==> config.mk <==
export PLATFORM = sky130hd
export DESIGN_NAME = fe_ctrl
export DESIGN_NICKNAME = d
export VERILOG_FILES = /design/src/rtl/gpu_pkg.sv /design/src/rtl/loop_stack.sv /design/src/rtl/fe_ctrl.sv
export SDC_FILE = /design/constraint.sdc
export NUM_CORES = 1
export LEC_CHECK = 0
export BUFFER_PORTS_ARGS = -buffer_cell sky130_fd_sc_hd__buf_4
export CORE_MARGIN = 2
export CORE_UTILIZATION = 50
export CTS_BUF_LIST = sky130_fd_sc_hd__clkbuf_8
export DETAILED_ROUTE_END_ITERATION = 10
export GPL_TIMING_DRIVEN = 0
export PLACE_DENSITY = 0.73
export SLEW_MARGIN = 20
export SYNTH_ARGS = -nofsm -noshare
export SYNTH_HDL_FRONTEND = slang
export SYNTH_HIERARCHICAL = 1
export SYNTH_SLANG_ARGS = --single-unit
==> constraint.sdc <==
create_clock -name CLOCK_50 -period 3.86 [get_ports CLOCK_50]
set_input_delay 0.386 -clock CLOCK_50 [delete_from_list [all_inputs] [get_ports CLOCK_50]]
set_output_delay 0.386 -clock CLOCK_50 [all_outputs]
set_load 0.05 [all_outputs]
==> src/rtl/gpu_pkg.sv <==
// Shared GPU front-end types: FSM state, default widths, loop-stack entry.
package gpu_pkg;

  localparam int unsigned PC_W_DEF  = 16;
  localparam int unsigned CNT_W_DEF = 8;

  typedef enum logic [1:0] {
    ST_RUN     = 2'd0,
    ST_HOLD_BR = 2'd1,
    ST_SQUASH  = 2'd2
  } fe_state_e;

  typedef struct packed {
    logic [PC_W_DEF-1:0]  body_pc;
    logic [CNT_W_DEF-1:0] count;
  } loop_entry_t;

endpackage

==> src/rtl/loop_stack.sv <==
// Hardware loop LIFO.
//   i_clk/i_rst : clock, synchronous active-high reset
//   i_push      : push i_entry (ignored when full)
//   i_pop       : drop top entry (ignored when empty)
//   i_dec       : decrement top entry count (ignored when empty)
//   o_top       : current top entry (undefined when empty)
//   o_depth     : live entries; o_full / o_empty status
module loop_stack
  import gpu_pkg::*;
#(
  parameter int unsigned DEPTH = 4
) (
  input  logic                       i_clk,
  input  logic                       i_rst,
  input  logic                       i_push,
  input  logic                       i_pop,
  input  logic                       i_dec,
  input  loop_entry_t                i_entry,
  output loop_entry_t                o_top,
  output logic [$clog2(DEPTH):0]     o_depth,
  output logic                       o_full,
  output logic                       o_empty
);

  localparam int unsigned PTR_W   = $clog2(DEPTH);
  localparam int unsigned DEPTH_W = $clog2(DEPTH) + 1;
  localparam int unsigned CW      = CNT_W_DEF;

  loop_entry_t        r_mem [DEPTH];
  logic [DEPTH_W-1:0] r_depth;
  logic [PTR_W-1:0]   w_top_idx;
  logic [PTR_W-1:0]   w_wr_idx;

  assign w_top_idx = PTR_W'(r_depth - DEPTH_W'(1));
  assign w_wr_idx  = PTR_W'(r_depth);
  assign o_top     = r_mem[w_top_idx];
  assign o_depth   = r_depth;
  assign o_full    = (r_depth == DEPTH_W'(DEPTH));
  assign o_empty   = (r_depth == '0);

  // Occupancy pointer
  always_ff @(posedge i_clk) begin
    if (i_rst) begin
      r_depth <= '0;
    end else if (i_push && !o_full) begin
      r_depth <= r_depth + DEPTH_W'(1);
    end else if (i_pop && !o_empty) begin
      r_depth <= r_depth - DEPTH_W'(1);
    end
  end

  // Entry storage; contents above the pointer are don't-care, so no reset
  always_ff @(posedge i_clk) begin
    if (i_push && !o_full) begin
      r_mem[w_wr_idx] <= i_entry;
    end else if (i_dec && !o_empty) begin
      r_mem[w_top_idx].count <= r_mem[w_top_idx].count - CW'(1);
    end
  end

endmodule

==> src/rtl/fe_ctrl.sv <==
// Fetch-stage sequencer: branch redirect hold/squash and LOOP/ENDLOOP control.
//   CLOCK_50, reset       : clock, synchronous active-high reset
//   hz_stall              : hazard freeze request (passed through as Stall)
//   br_valid/br_target    : taken branch resolved in EX
//   lp_push/lp_body_pc/lp_count : LOOP issued by decode
//   lp_end                : ENDLOOP issued by decode
//   Stall, Loop, PC_in    : fetch controls (Loop/PC_in/flush_id combinational)
//   flush_id              : squash decode-stage instruction
//   lp_depth, lp_err      : loop stack occupancy, sticky stack error
module fe_ctrl
  import gpu_pkg::*;
#(
  parameter int unsigned PC_W       = PC_W_DEF,
  parameter int unsigned CNT_W      = CNT_W_DEF,
  parameter int unsigned LOOP_DEPTH = 4
) (
  input  logic                        CLOCK_50,
  input  logic                        reset,
  input  logic                        hz_stall,
  input  logic                        br_valid,
  input  logic [PC_W-1:0]             br_target,
  input  logic                        lp_push,
  input  logic [PC_W-1:0]             lp_body_pc,
  input  logic [CNT_W-1:0]            lp_count,
  input  logic                        lp_end,
  output logic                        Stall,
  output logic                        Loop,
  output logic [PC_W-1:0]             PC_in,
  output logic                        flush_id,
  output logic [$clog2(LOOP_DEPTH):0] lp_depth,
  output logic                        lp_err
);

  fe_state_e       r_state, w_state_nxt;
  logic [PC_W-1:0] r_br_target, w_br_target_nxt;
  logic            r_lp_err, w_lp_err_nxt;
  logic            w_push, w_pop, w_dec;
  logic            w_full, w_empty;
  loop_entry_t     w_top, w_push_entry;

  assign Stall  = hz_stall;
  assign lp_err = r_lp_err;

  // A zero iteration count still executes the body once
  assign w_push_entry.body_pc = lp_body_pc;
  assign w_push_entry.count   = (lp_count == '0) ? CNT_W'(1) : lp_count;

  loop_stack #(
    .DEPTH (LOOP_DEPTH)
  ) u_loop_stack (
    .i_clk   (CLOCK_50),
    .i_rst   (reset),
    .i_push  (w_push),
    .i_pop   (w_pop),
    .i_dec   (w_dec),
    .i_entry (w_push_entry),
    .o_top   (w_top),
    .o_depth (lp_depth),
    .o_full  (w_full),
    .o_empty (w_empty)
  );

  // Next-state, redirect mux and stack commands
  always_comb begin
    w_state_nxt     = r_state;
    w_br_target_nxt = r_br_target;
    w_lp_err_nxt    = r_lp_err;
    w_push          = 1'b0;
    w_pop           = 1'b0;
    w_dec           = 1'b0;
    Loop            = 1'b0;
    PC_in           = '0;
    flush_id        = 1'b0;

    case (r_state)
      ST_RUN: begin
        if (br_valid) begin
          // Decode holds a wrong-path instruction either way
          flush_id = 1'b1;
          if (hz_stall) begin
            w_br_target_nxt = br_target;
            w_state_nxt     = ST_HOLD_BR;
          end else begin
            Loop        = 1'b1;
            PC_in       = br_target;
            w_state_nxt = ST_SQUASH;
          end
        end else if (!hz_stall) begin
          if (lp_end) begin
            if (lp_push || w_empty) begin
              w_lp_err_nxt = 1'b1;
            end
            if (!w_empty) begin
              if (w_top.count > CNT_W'(1)) begin
                w_dec       = 1'b1;
                Loop        = 1'b1;
                PC_in       = w_top.body_pc;
                w_state_nxt = ST_SQUASH;
              end else begin
                w_pop = 1'b1;
              end
            end
          end else if (lp_push) begin
            if (w_full) begin
              w_lp_err_nxt = 1'b1;
            end else begin
              w_push = 1'b1;
            end
          end
        end
      end
      ST_HOLD_BR: begin
        flush_id = 1'b1;
        if (!hz_stall) begin
          Loop        = 1'b1;
          PC_in       = r_br_target;
          w_state_nxt = ST_SQUASH;
        end
      end
      ST_SQUASH: begin
        flush_id = 1'b1;
        if (!hz_stall) begin
          w_state_nxt = ST_RUN;
        end
      end
      default: begin
        w_state_nxt = ST_RUN;
      end
    endcase

    // Nothing leaves the block while reset discards pending work
    if (reset) begin
      Loop     = 1'b0;
      PC_in    = '0;
      flush_id = 1'b0;
      w_push   = 1'b0;
      w_pop    = 1'b0;
      w_dec    = 1'b0;
    end
  end

  // State registers
  always_ff @(posedge CLOCK_50) begin
    if (reset) begin
      r_state     <= ST_RUN;
      r_br_target <= '0;
      r_lp_err    <= 1'b0;
    end else begin
      r_state     <= w_state_nxt;
      r_br_target <= w_br_target_nxt;
      r_lp_err    <= w_lp_err_nxt;
    end
  end

endmodule

Word-level counts from Yosys, hierarchy flattened

Memory sizes are Yosys's and may differ from the RTL's.
Index checks and enable logic that the tools add are counted.

$add $sub $neg: 3
Muxes and demuxes: 61
Magnitude comparators: 1
Reduce and logical (&&, ||, !) cells: 17
Bitwise gates (word level): 2
Eq/ne operators: 10

Operator list:

| kind                  | count |
|---|---|
| $mux W16              | 8 |
| $mux W1               | 35 |
| $pmux W16 S2          | 1 |
| $mux W24              | 1 |
| $reduce_or A24 Y1     | 1 |
| $mux W2               | 10 |
| $ne A3 B3 Y1 const B  | 4 |
| $reduce_and A6 Y1     | 2 |
| $gt A8 B1 Y1 const B  | 1 |
| $logic_not A8 Y1      | 1 |
| $mux W8               | 1 |
| $sub A8 B1 Y8 const B | 1 |
| $mux W3               | 2 |
| $pmux W2 S3           | 1 |
| $reduce_bool A2 Y1    | 3 |
| $ne A2 B2 Y1 const B  | 2 |
| $pmux W1 S2           | 2 |
| $add A3 B1 Y3 const B | 1 |
| $eq A3 B3 Y1 const B  | 1 |
| $logic_and A1 B1 Y1   | 3 |
| $logic_not A3 Y1      | 1 |
| $reduce_and A3 Y1     | 1 |
| $sub A3 B1 Y3 const B | 1 |
| $eq A2 B1 Y1 const B  | 1 |
| other kinds (7)       | 9 |

Memories: 1
Register bits after elaboration: 22
Logic and storage cells: 99
Output and inout port bits: 23
Input port bits: 46
Memory bits (writable): 96

Memory list:

| name               | words | bits a word | read ports | clocked after Yosys merged registers in | write ports | line             | text |
|---|---|---|---|---|---|---|---|
| u_loop_stack.r_mem | 4     | 24          | 1          | 0                                       | 1           | loop_stack.sv:29 | `loop_entry_t r_mem [DEPTH];` |

Longest topological paths before layout

Gate-level depths: netlist of run 1.
An unclocked memory read counts as a cell.

Word-level depth: 16
Gate-level depth with buffers: 15
Mapped depth without buffers: 11

Modules after synthesis

Netlist of run 1, hierarchy kept.

By module, submodules not included:

| module     | seq. area each (µm²) | area an instance (µm²) | instances | cells an instance |
|---|---|---|---|---|
| loop_stack | 2942.8               | 4129.0                 | 1         | 230 |
| fe_ctrl    | 380.4                | 1473.9                 | 1         | 201 |

Worst setup path after synthesis of run 1

Ideal clock, no wire load.

Kind: reg-to-output
From: register u_loop_stack.r_depth[0] (netlist: u_loop_stack/o_depth[0])
To: output port Loop
Path slack: -1.460 ns
Stages on the path, launching flop included: 11
Buffers on the path: 3
Arrival time: 4.934 ns
Data required time: 3.474 ns
Cells stage by stage: dfxtp_1 -> buf_6 -> buf_2 -> inv_1 -> ha_1 -> clkbuf_1 -> mux4_2 -> nor3_1 -> nand2_1 -> nand2b_1 -> a2111oi_0

RTL lines:

| element                | line             | text |
|---|---|---|
| start, declared        | loop_stack.sv:30 | `logic [DEPTH_W-1:0] r_depth;` |
| start signal, assigned | loop_stack.sv:46 | `r_depth <= r_depth + DEPTH_W'(1);` |
| start signal, assigned | loop_stack.sv:48 | `r_depth <= r_depth - DEPTH_W'(1);` |
| end, declared          | fe_ctrl.sv:27    | `output logic Loop,` |

==> out/metrics.cfg, run 1 <==
[logic_synthesis]
syn_nets = 485
yosys_warnings = 6
synth_top_area_cell = edfxtp_1
synth_cell_types = 50
synth_compound_area_share_pct = 11.5
synth-seq-area-share_pct = 59.3
muxShareOfSynthArea_pct = 10.3
synth.most_common_cell = edfxtp_1
yosys.area_share.simple_pct = 12.8
synth_edf_count = 96
synthTopCellsByCount = edfxtp_1 (96), nand2_1 (46), a21oi_1 (44), clkbuf_1 (24)
avgSynthCellArea_um2 = 13.0
synth.area.top_cells = edfxtp_1 (51%), mux4_2 (8.8%), dfxtp_1 (7.9%), a21oi_1 (3.9%), nand2_1 (3.1%)
synthArstFlopShare_pct = 0
synthXorXnorAreaFrac_pct = 0.625
ys.flop_type = edfxtp_1
synth_seq_cells = 118
synth_top_family_by_area = simple AND/OR/NAND/NOR gates
synth_top_area_share_pct = 51.5
synthCells = 431
synth_area_um2 = 5600
synth_fa_ha_area_share_pct = 1.79

[sta]
slew-limit-headroom_pct = 31.8
fin_crit_ns = 3.70
max_freq_mhz = 270
fin_ws_ns = 0.159
setup_viol = 0
tightest_slew_ns = 1.02
hold_violations = 0
slew_viol_final = 0
finalCritPeriodShare_pct = 95.9
final.setup_skew_ns = 0.00908

[worst_setup_path]
worstPathMaxFanout = 10
slowest_delay_ns = 0.65
critPathLaunchType = register
path_buf_inv = 6
cp-startpoint = u_loop_stack/o_depth[0]
crit_top_cell = buf_12
end_kind = primary output
reg2reg_depth = 16
path_delay_family = buffers and inverters
critPathKind = register to primary output
cp_slowest_cell = clkbuf_1
path_cells = buf_12 > buf_12 > clkinvlp_4 > ha_1 > buf_6 > clkbuf_1 > mux4_2 > a21oi_2 > nor3_2 > buf_4
rr_startpoint = u_loop_stack/o_depth[0]
worstPathRequired_ns = 3.47
cp.arrival_ns = 3.32
crit_cells = 10

[global_route]
grt_pass1_vias = 3919
grt_pass1_wl_um = 20000
track_usage_pct = 22.5
antenna_found_initial = 0
overflow = 0
grt_max_degree = 17

[detailed_routing]
wl_per_cell_um = 18.7
ant_nets = 0
vias = 3970
drt_wl_total_um = 12800
drtPass1Iterations = 5
vias_per_cell = 5.78
drcViolationCount = 0
drtIter0Drc = 347

[power_and_ir_drop]
irDropWorstVdd_mv = 0.252
power_density_nw_per_um2 = 390
power_leakage_nw = 2.43
finalPower_mw = 2.77

[placement]
dpl_worst_slack_ns = -0.422
dp_cells = 638
io_buffers = 67
gp_congestion = 0.878
hpwl_um = 8220

[die]
fp.dieArea_um2 = 12100
pin_count = 69
start_util_pct = 51.5
rows = 38
die_h_um = 110
fp.coreArea_um2 = 10900
die_x_um = 110

[cts]
clk_path_buf_depth = 2
ctsHtreeMaxLevel = 4
cts_tree = yes
cts_made_buffers = 17
clk_latency_ns = 0.44
numClockSinks = 118
cts_root_buf = clkbuf_8
path_clk_slew_ns = 0.07

[status]
status = finished clean

[layout]
layout-drive-gt1-share_pct = 36.4
area_delta_synth_final_pct = 26.8
final_cells = 687
antenna_cells = 0
fill_cells = 786
nNetsFinal = 588

[hold_path]
whs_path_depth = 2
hp-class = primary input to register
min_from = reset

[job]
cap_violations = 0

## worst register-to-register path, delay by kind of cell (launching register included)
kind	cells	cell delay, ns
compound gates	2	0.40
buf+inv	7	1.15
flops	1	0.37
simple gates	5	0.76
mux	1	0.38
fa+ha+maj	1	0.34
## routing by layer
layer	wire, µm	part of all wire [%]	track usage, %	vias up
li1	-	-	-	1851
met1	5410	42	28.1	1953
met2	6280	49	37.1	138
met3	773	6.0	6.05	28
met4	346	2.7	9.31	0
met5	0	0	0	-
## report_power, final
group | leakage [nW] | switching [mW] | internal (mW)
clock network | 0.187 | 0.494 | 0.562
logic | 1.20 | 0.193 | 0.122
registers | 1.04 | 0.0117 | 1.39
total | 2.43 | 0.699 | 2.07
## placed cells by master (no fill, tap or decap), drive strengths merged, types with 3 or more instances in the layout
master    synthesis  final
clkinv            0      9
xnor2             4      4
a21o              4      4
nand3             8      8
edfxtp           96     96
nand2b            5      5
and2             17     17
dfxtp            22     22
o21ai             7      7
a31oi             3      3
or2               3      3
mux4             24     24
buf              11     96
nand2            46     46
nor4              4      4
clkinvlp          0      4
a21oi            54     54
a311oi            3      3
mux2i             3      3
clkbuf           25     41
a22o             16     16
inv               8      8
nand4             3      3
nor3             22     22
ha                8      8
nor2             15     15
## cell type report
cell class / instances / area, µm² / area share, %
Multi-Input combinational cell: 269 / 2260 / 31.9
Timing Repair Buffer: 84 / 718 / 10.1
Clock inverter: 15 / 140 / 1.97
Buffer: 36 / 214 / 3.01
Sequential cell: 118 / 3320 / 46.8
Inverter: 8 / 33.8 / 0.476
Clock buffer: 17 / 234 / 3.29
Tap cell: 140 / 175 / 2.47
## path summary, 6_finish.rpt
check | to | slack, ns
max | PC_in[10] | 0.16
min | u_loop_stack/o_depth[0] | 0.17
max reg2reg | u_loop_stack/r_mem[1][18] | 0.16
min reg2reg | lp_err | 0.47
## registers in the layout, summed over array words and instances (netlist names)
signal	flops
r_br_target	16
u_loop_stack/r_mem	96
lp_err	1
r_state	2
u_loop_stack/o_depth	3
## through the flow
stage	hold slack [ns]	TNS (ns)	cell area (µm²)	utilization, %
after floorplan	0.450	0	5670	-
after CTS	0.147	0	7060	64.8
after detailed placement	0.462	-51.70	6350	58.3
final	0.170	0	7100	65.2
after global placement	0.456	-39.78	6350	58.3
after global routing	0.157	-0.00970	7100	65.2
## kinds of logic after synthesis
kind of cell	Yosys count
compound gates	96
buf+inv	44
mux	27
xor+xnor	4
flops	118
simple gates	134
fa+ha+maj	8
## what timing repair did
| action | in CTS | in global routing |
|---|---|---|
| gates resized for setup | 28 | 11 |
| setup buffers | 15 | 2 |
| endpoints found under the setup margin | 209 | 208 |
| pin swaps | 9 | 2 |
| hold buffers | 0 | 0 |
Power figures use the tool's default switching activity.
==> inputs of run 2 (changes only) <==
--- a/config.mk
+++ b/config.mk
@@ -5,13 +5,14 @@
 export SDC_FILE = /design/constraint.sdc
 export NUM_CORES = 1
 export LEC_CHECK = 0
+export ABC_AREA = 0
 export BUFFER_PORTS_ARGS = -buffer_cell sky130_fd_sc_hd__buf_4
 export CORE_MARGIN = 2
 export CORE_UTILIZATION = 50
 export CTS_BUF_LIST = sky130_fd_sc_hd__clkbuf_8
 export DETAILED_ROUTE_END_ITERATION = 10
 export GPL_TIMING_DRIVEN = 0
-export PLACE_DENSITY = 0.73
+export PLACE_DENSITY = 0.72
 export SLEW_MARGIN = 20
 export SYNTH_ARGS = -nofsm -noshare
 export SYNTH_HDL_FRONTEND = slang
==> run 2 against run 1 <==
Fmax increased by 0.40%. Critical endpoint is now PC_in[13]. Highest routed layer unchanged. Final area is 0.48% higher. Clock power grew 8%. Clock-buffer cell count unchanged. Cell count is 0.44% lower. Worst hold slack gained 0.0097 ns. Total power up 3.6%. Die area unchanged. Sequential power about the same. Largest cell class unchanged.
==> out/metrics.cfg, run 2 (synthesized netlist as in run 1, its figures left out) <==
[status]
status = finished clean

[worst_setup_path]
cp_slowest_cell = dfxtp_2
path_delay_family = buffers and inverters
cp-startpoint = u_loop_stack/o_depth[0]
cp.arrival_ns = 3.30  ; -0.02 ns
end_kind = primary output
slowest_delay_ns = 0.37  ; -0.28 ns
critPathLaunchType = register
worstPathMaxFanout = 10  ; unchanged
worstPathRequired_ns = 3.47  ; about the same
critPathKind = register to primary output
rr_startpoint = u_loop_stack/o_depth[0]
path_buf_inv = 7  ; +1
path_cells = buf_12 > buf_12 > clkinvlp_4 > ha_4 > buf_8 > mux4_2 > nor4_4 > buf_4 > a211oi_4 > buf_6 > a21oi_2 > nor3_2 > buf_4

[die]
die_x_um = 110  ; unchanged
fp.coreArea_um2 = 10900  ; unchanged
pin_count = 69  ; unchanged
fp.dieArea_um2 = 12100  ; unchanged
die_h_um = 110  ; unchanged
start_util_pct = 51.5  ; unchanged
rows = 38  ; unchanged

[sta]
slew_viol_final = 0  ; unchanged
max_freq_mhz = 271  ; +0.40%
setup_viol = 0  ; unchanged
hold_violations = 0  ; unchanged
tightest_slew_ns = 1.03  ; +0.00760 ns
rsz0062_at_grt = false
hold_ws_ns = 0.180  ; +0.00971 ns
fin_crit_ns = 3.69  ; -0.0147 ns
final.setup_skew_ns = 0.0130  ; +0.00388 ns
finalCritPeriodShare_pct = 95.5  ; -0.38 points
slew-limit-headroom_pct = 31.3  ; -0.51 points
finalSetupTns_ns = 0  ; unchanged

[detailed_routing]
drt_wl_total_um = 13100  ; +1.8%
drcViolationCount = 0  ; unchanged
drtIter0Drc = 392  ; +13%
ant_nets = 0  ; unchanged
wl_per_cell_um = 19.1  ; +2.3%
vias = 3917  ; -1.3%
drtPass1Iterations = 5  ; unchanged
vias_per_cell = 5.73  ; -0.90%

[layout]
postLayoutCoreUtil_pct = 65.5  ; +0.31 points
register_area_um2 = 3320  ; unchanged
multi_input_area_um2 = 2290  ; +1.1%
antenna_cells = 0  ; unchanged
top_register = u_loop_stack/r_mem
nNetsFinal = 585  ; -0.51%
final_cell_mix = edfxtp_1 (96), buf_4 (76), nand2_1 (46)
layout_commonest_cell = edfxtp_1
fill_cells = 757  ; -3.7%
largest_register_ffs = 96  ; unchanged
layout-drive-gt1-share_pct = 35.7  ; -0.72 points
area_delta_synth_final_pct = 27.4

[cts]
cts_root_buf = clkbuf_8
numClockSinks = 118  ; unchanged
ctsHoldBuffers = 0  ; unchanged
path_clk_slew_ns = 0.07  ; about the same
ctsHtreeMaxLevel = 4  ; unchanged
clk_latency_ns = 0.43  ; about the same
clk_path_buf_depth = 2  ; unchanged
cts_tree = yes
cts_made_buffers = 17  ; unchanged

[global_route]
grt_max_degree = 17  ; unchanged
track_usage_pct = 22.1  ; -0.35 points
antenna_found_initial = 0  ; unchanged
grt_pass1_vias = 3868  ; -1.3%
grt_pass1_wl_um = 19600  ; -1.7%
overflow = 0  ; unchanged

[power_and_ir_drop]
switching_share_pct = 23.5  ; -1.7 points
power_density_nw_per_um2 = 403  ; +3.1%
p_switching_mw = 0.676  ; -3.3%
seq_power_share_pct = 48.8  ; -1.8 points
irDropWorstVdd_mv = 0.225  ; -11%
clockPowerShare_pct = 40.2  ; +2.1 points
finalPower_mw = 2.87  ; +3.6%
power_leakage_nw = 2.45  ; +0.78%
combPwrFrac_pct = 11.0  ; -0.4 points
p_int_mw = 2.20  ; +5.9%

[hold_path]
hp-class = primary input to register
min_from = reset

[placement]
hpwl_um = 8410  ; +2.3%
gp_congestion = 0.857  ; -2.4%
io_buffers = 67  ; unchanged

[job]
cap_violations = 0  ; unchanged

## run 2: layout make-up
type,instances,share of cell area (%)
clock inverters,15,2.38
inverters,8,0.473
clock buffers,17,3.28
plain buffers,36,3.02
repair buffers,81,9.75
flip-flops and latches,118,46.6
well taps,140,2.45
multi-input cells,269,32.1
## run 2: timing repair
action | 4_1_cts | 5_1_grt
endpoints found under the setup margin | 209 | 180
setup buffers | 10 | 4
gates resized for setup | 17 | 27
pin swaps | 7 | 4
## run 2: power by group through the flow
| stage | clock, mW | sequential, mW | combinational, mW |
|---|---|---|---|
| finish | 1.15 | 1.40 | 0.317 |
| global route | 1.23 | 1.40 | 0.345 |
| CTS | 1.17 | 1.40 | 0.309 |
| detailed placement | 0 | 1.43 | 0.303 |
| global placement | 0 | 1.43 | 0.297 |
| floorplan | 0 | 1.43 | 0.202 |
## run 2: final timing paths
| check | cells past startpoint | to | slack, ns |
|---|---|---|---|
| setup / recovery | 13 | PC_in[13] | 0.17 |
| hold / removal | 2 | u_loop_stack/o_depth[2] | 0.18 |
| setup reg to reg | 15 | u_loop_stack/r_mem[2][16] | 0.24 |
| hold reg to reg | 2 | r_br_target[13] | 0.48 |
## run 2: worst reg2reg max path: stages, from the launching register on
cell	delay (ns)
dfxtp_2	0.37
buf_12	0.16
buf_12	0.16
clkinvlp_4	0.14
ha_4	0.30
buf_8	0.14
mux4_2	0.37
nor4_4	0.37
nand2_1	0.11
nand2b_1	0.13
nor2_1	0.06
buf_2	0.20
and4b_1	0.31
mux2i_4	0.30
nor2_4	0.08
buf_12	0.16
## run 2: stage by stage
step / cell area (µm²) / setup slack (ns) / instances
2_1_floorplan: 5670 / 0.0336 / 431
5_1_grt: 7140 / 0.0400 / 684
4_1_cts: 6960 / 0.0447 / 680
3_3_place_gp: 6350 / -0.393 / 638
6_report: 7140 / 0.174 / 684
3_5_place_dp: 6350 / -0.424 / 638
## run 2: layer usage
metal	routed length (µm)	vias up	part of all wire, %	global-route usage, %
met1	5360	1932	41	28.4
met4	150	0	1.1	7.14
met5	0	-	0	0
li1	-	1841	-	-
met2	6750	133	52	36.9
met3	797	11	6.1	5.63
==> inputs of run 3 (changes only) <==
--- a/config.mk
+++ b/config.mk
@@ -7,12 +7,14 @@
 export LEC_CHECK = 0
 export ABC_AREA = 0
 export BUFFER_PORTS_ARGS = -buffer_cell sky130_fd_sc_hd__buf_4
+export CELL_PAD_IN_SITES_DETAIL_PLACEMENT = 1
+export CELL_PAD_IN_SITES_GLOBAL_PLACEMENT = 2
 export CORE_MARGIN = 2
-export CORE_UTILIZATION = 50
+export CORE_UTILIZATION = 37
 export CTS_BUF_LIST = sky130_fd_sc_hd__clkbuf_8
 export DETAILED_ROUTE_END_ITERATION = 10
 export GPL_TIMING_DRIVEN = 0
-export PLACE_DENSITY = 0.72
+export PLACE_DENSITY = 0.76
 export SLEW_MARGIN = 20
 export SYNTH_ARGS = -nofsm -noshare
 export SYNTH_HDL_FRONTEND = slang
==> run 3 against run 2 <==
Clock-buffer cell count stayed put. Global-route usage shrank 3.3 points. Sequential share of layout area down 0.057 points. Via count is 1.0% higher. Critical endpoint is now PC_in[12]. Cell count is 6.9% higher. Total power increased by 0.47%.
==> out/metrics.cfg, run 3 (synthesized netlist as in run 1, its figures left out) <==
[status]
status = finished clean

[layout]
final_cell_mix = edfxtp_1 (96), buf_4 (79), nand2_1 (46)
final_cells = 731  ; +6.9%
antenna_cells = 0  ; unchanged
nNetsFinal = 588  ; +0.51%
layout-drive-gt1-share_pct = 36.7  ; +1.1 points
stdcell_area_um2 = 7140  ; +0.12%
top_register = u_loop_stack/r_mem
largest_register_ffs = 96  ; unchanged
layout_commonest_cell = edfxtp_1
area_delta_synth_final_pct = 27.5

[power_and_ir_drop]
irDropWorstVdd_mv = 0.277  ; +23%
power_density_nw_per_um2 = 404  ; +0.34%
power_leakage_nw = 2.44  ; -0.17%

[worst_setup_path]
rr_startpoint = u_loop_stack/o_depth[0]
reg2reg_depth = 16  ; +1
end_kind = primary output
cp.arrival_ns = 3.32  ; +0.02 ns
worstPathRequired_ns = 3.47  ; about the same
critPathLaunchType = register
critPathKind = register to primary output
cp-startpoint = u_loop_stack/o_depth[0]
worstPathMaxFanout = 10  ; unchanged

[job]
cap_violations = 0  ; unchanged

[sta]
hold_violations = 0  ; unchanged
final.setup_skew_ns = 0.0130  ; +0.0000142 ns
hold_ws_ns = 0.181  ; +0.000514 ns
slew-limit-headroom_pct = 35.4  ; +4.1 points
max_freq_mhz = 270  ; -0.49%
tightest_slew_ns = 0.969  ; -0.0620 ns
setup_viol = 0  ; unchanged
slew_viol_final = 0  ; unchanged
finalCritPeriodShare_pct = 96.0  ; +0.47 points
fin_crit_ns = 3.70  ; +0.0181 ns

[global_route]
overflow = 0  ; unchanged
grt_max_degree = 17  ; unchanged
grt_pass1_wl_um = 22800  ; +16%
antenna_found_initial = 0  ; unchanged
track_usage_pct = 18.8  ; -3.3 points
grt_pass1_vias = 4075  ; +5.4%

[detailed_routing]
drt_wl_total_um = 14700  ; +12%
drcViolationCount = 0  ; unchanged
ant_nets = 0  ; unchanged
wl_per_cell_um = 20.1  ; +5.1%
vias_per_cell = 5.41  ; -5.5%
drtIter0Drc = 286  ; -27%
drtPass1Iterations = 4  ; -1
vias = 3958  ; +1.0%

[die]
die_x_um = 127  ; +16%
fp.coreArea_um2 = 14600  ; +34%
start_util_pct = 38.3  ; -13 points
pin_count = 69  ; unchanged
die_h_um = 127  ; +16%
fp.dieArea_um2 = 16100  ; +34%
rows = 44  ; +16%

[cts]
path_clk_slew_ns = 0.08  ; about the same
clk_latency_ns = 0.44  ; about the same
cts_made_buffers = 17  ; unchanged
cts_root_buf = clkbuf_8
ctsHtreeMaxLevel = 4  ; unchanged
numClockSinks = 118  ; unchanged
cts_tree = yes
clk_path_buf_depth = 2  ; unchanged

[placement]
dp_cells = 682  ; +6.9%
io_buffers = 67  ; unchanged
post_dp_cell_area_um2 = 6410  ; +0.87%
hpwl_um = 9860  ; +17%
gp_congestion = 0.743  ; -13%

[hold_path]
whs_path_depth = 2  ; unchanged
hp-class = primary input to register
min_from = reset

[run 3: changes by cell type in the layout (fill, tap and decap cells not counted), moves of 3 or more]
cell      previous run  this run
buf_4               76        79
clkinv_4             0         4
inv_1               10         7
clkinv_1             3         0
inv_6                0         4
[run 3: final timing paths]
| path | end | slack, ns |
|---|---|---|
| min reg2reg | r_br_target[2] | 0.48 |
| max reg2reg | u_loop_stack/r_mem[0][10] | 0.17 |
| min | u_loop_stack/o_depth[0] | 0.18 |
| max | PC_in[12] | 0.16 |
[run 3: cell type report]
cell class	count	area, µm²
Buffer	36	211
Clock buffer	17	234
Clock inverter	15	170
Fill cell	1519	7500
Inverter	8	33.8
Multi-Input combinational cell	269	2230
Sequential cell	118	3320
Tap cell	184	230
Timing Repair Buffer	84	709
[run 3: per-layer routing]
metal / routed length (µm) / track usage, % / share of wire [%]
met2: 6940 / 29.4 / 47
met1: 6950 / 26.1 / 47
met4: 137 / 5.37 / 0.93
met5: 0 / 0 / 0
met3: 639 / 4.98 / 4.4
[run 3: stage by stage]
step	TNS, ns	worst slack [ns]	util [%]	power (mW)
5_1_grt	-0.0320	-0.00644	48.8	3.00
4_1_cts	0	0.0314	48.0	2.91
2_1_floorplan	0	0.0336	-	1.63
3_5_place_dp	-75.20	-0.518	43.7	1.74
3_3_place_gp	-60.92	-0.480	43.7	1.73
6_report	0	0.156	48.8	2.89
[run 3: report_power, final]
group          switching, mW  internal [mW]  leakage, nW
sequential            0.0121           1.39         1.04
clock                  0.573          0.591        0.205
combinational          0.198          0.123         1.19
total                  0.784           2.10         2.44
[run 3: critical path: stages, from the launching register on]
cell        delay, ns
dfxtp_2          0.38
buf_12           0.16
buf_12           0.12
clkinvlp_4       0.10
ha_4             0.28
clkbuf_8         0.17
mux4_2           0.36
nor4_4           0.27
buf_4            0.17
a211oi_4         0.06
buf_4            0.17
buf_4            0.17
a21oi_2          0.16
nor3_2           0.06
buf_4            0.22
[run 3: what timing repair did]
action | CTS | global route
gates cloned | 1 | 0
endpoints found under the hold margin | 0 | 0
endpoints found under the setup margin | 209 | 132
pin swaps | 6 | 2
hold buffers | 0 | 0
buffers inserted | 9 | 7
resized for setup | 21 | 12
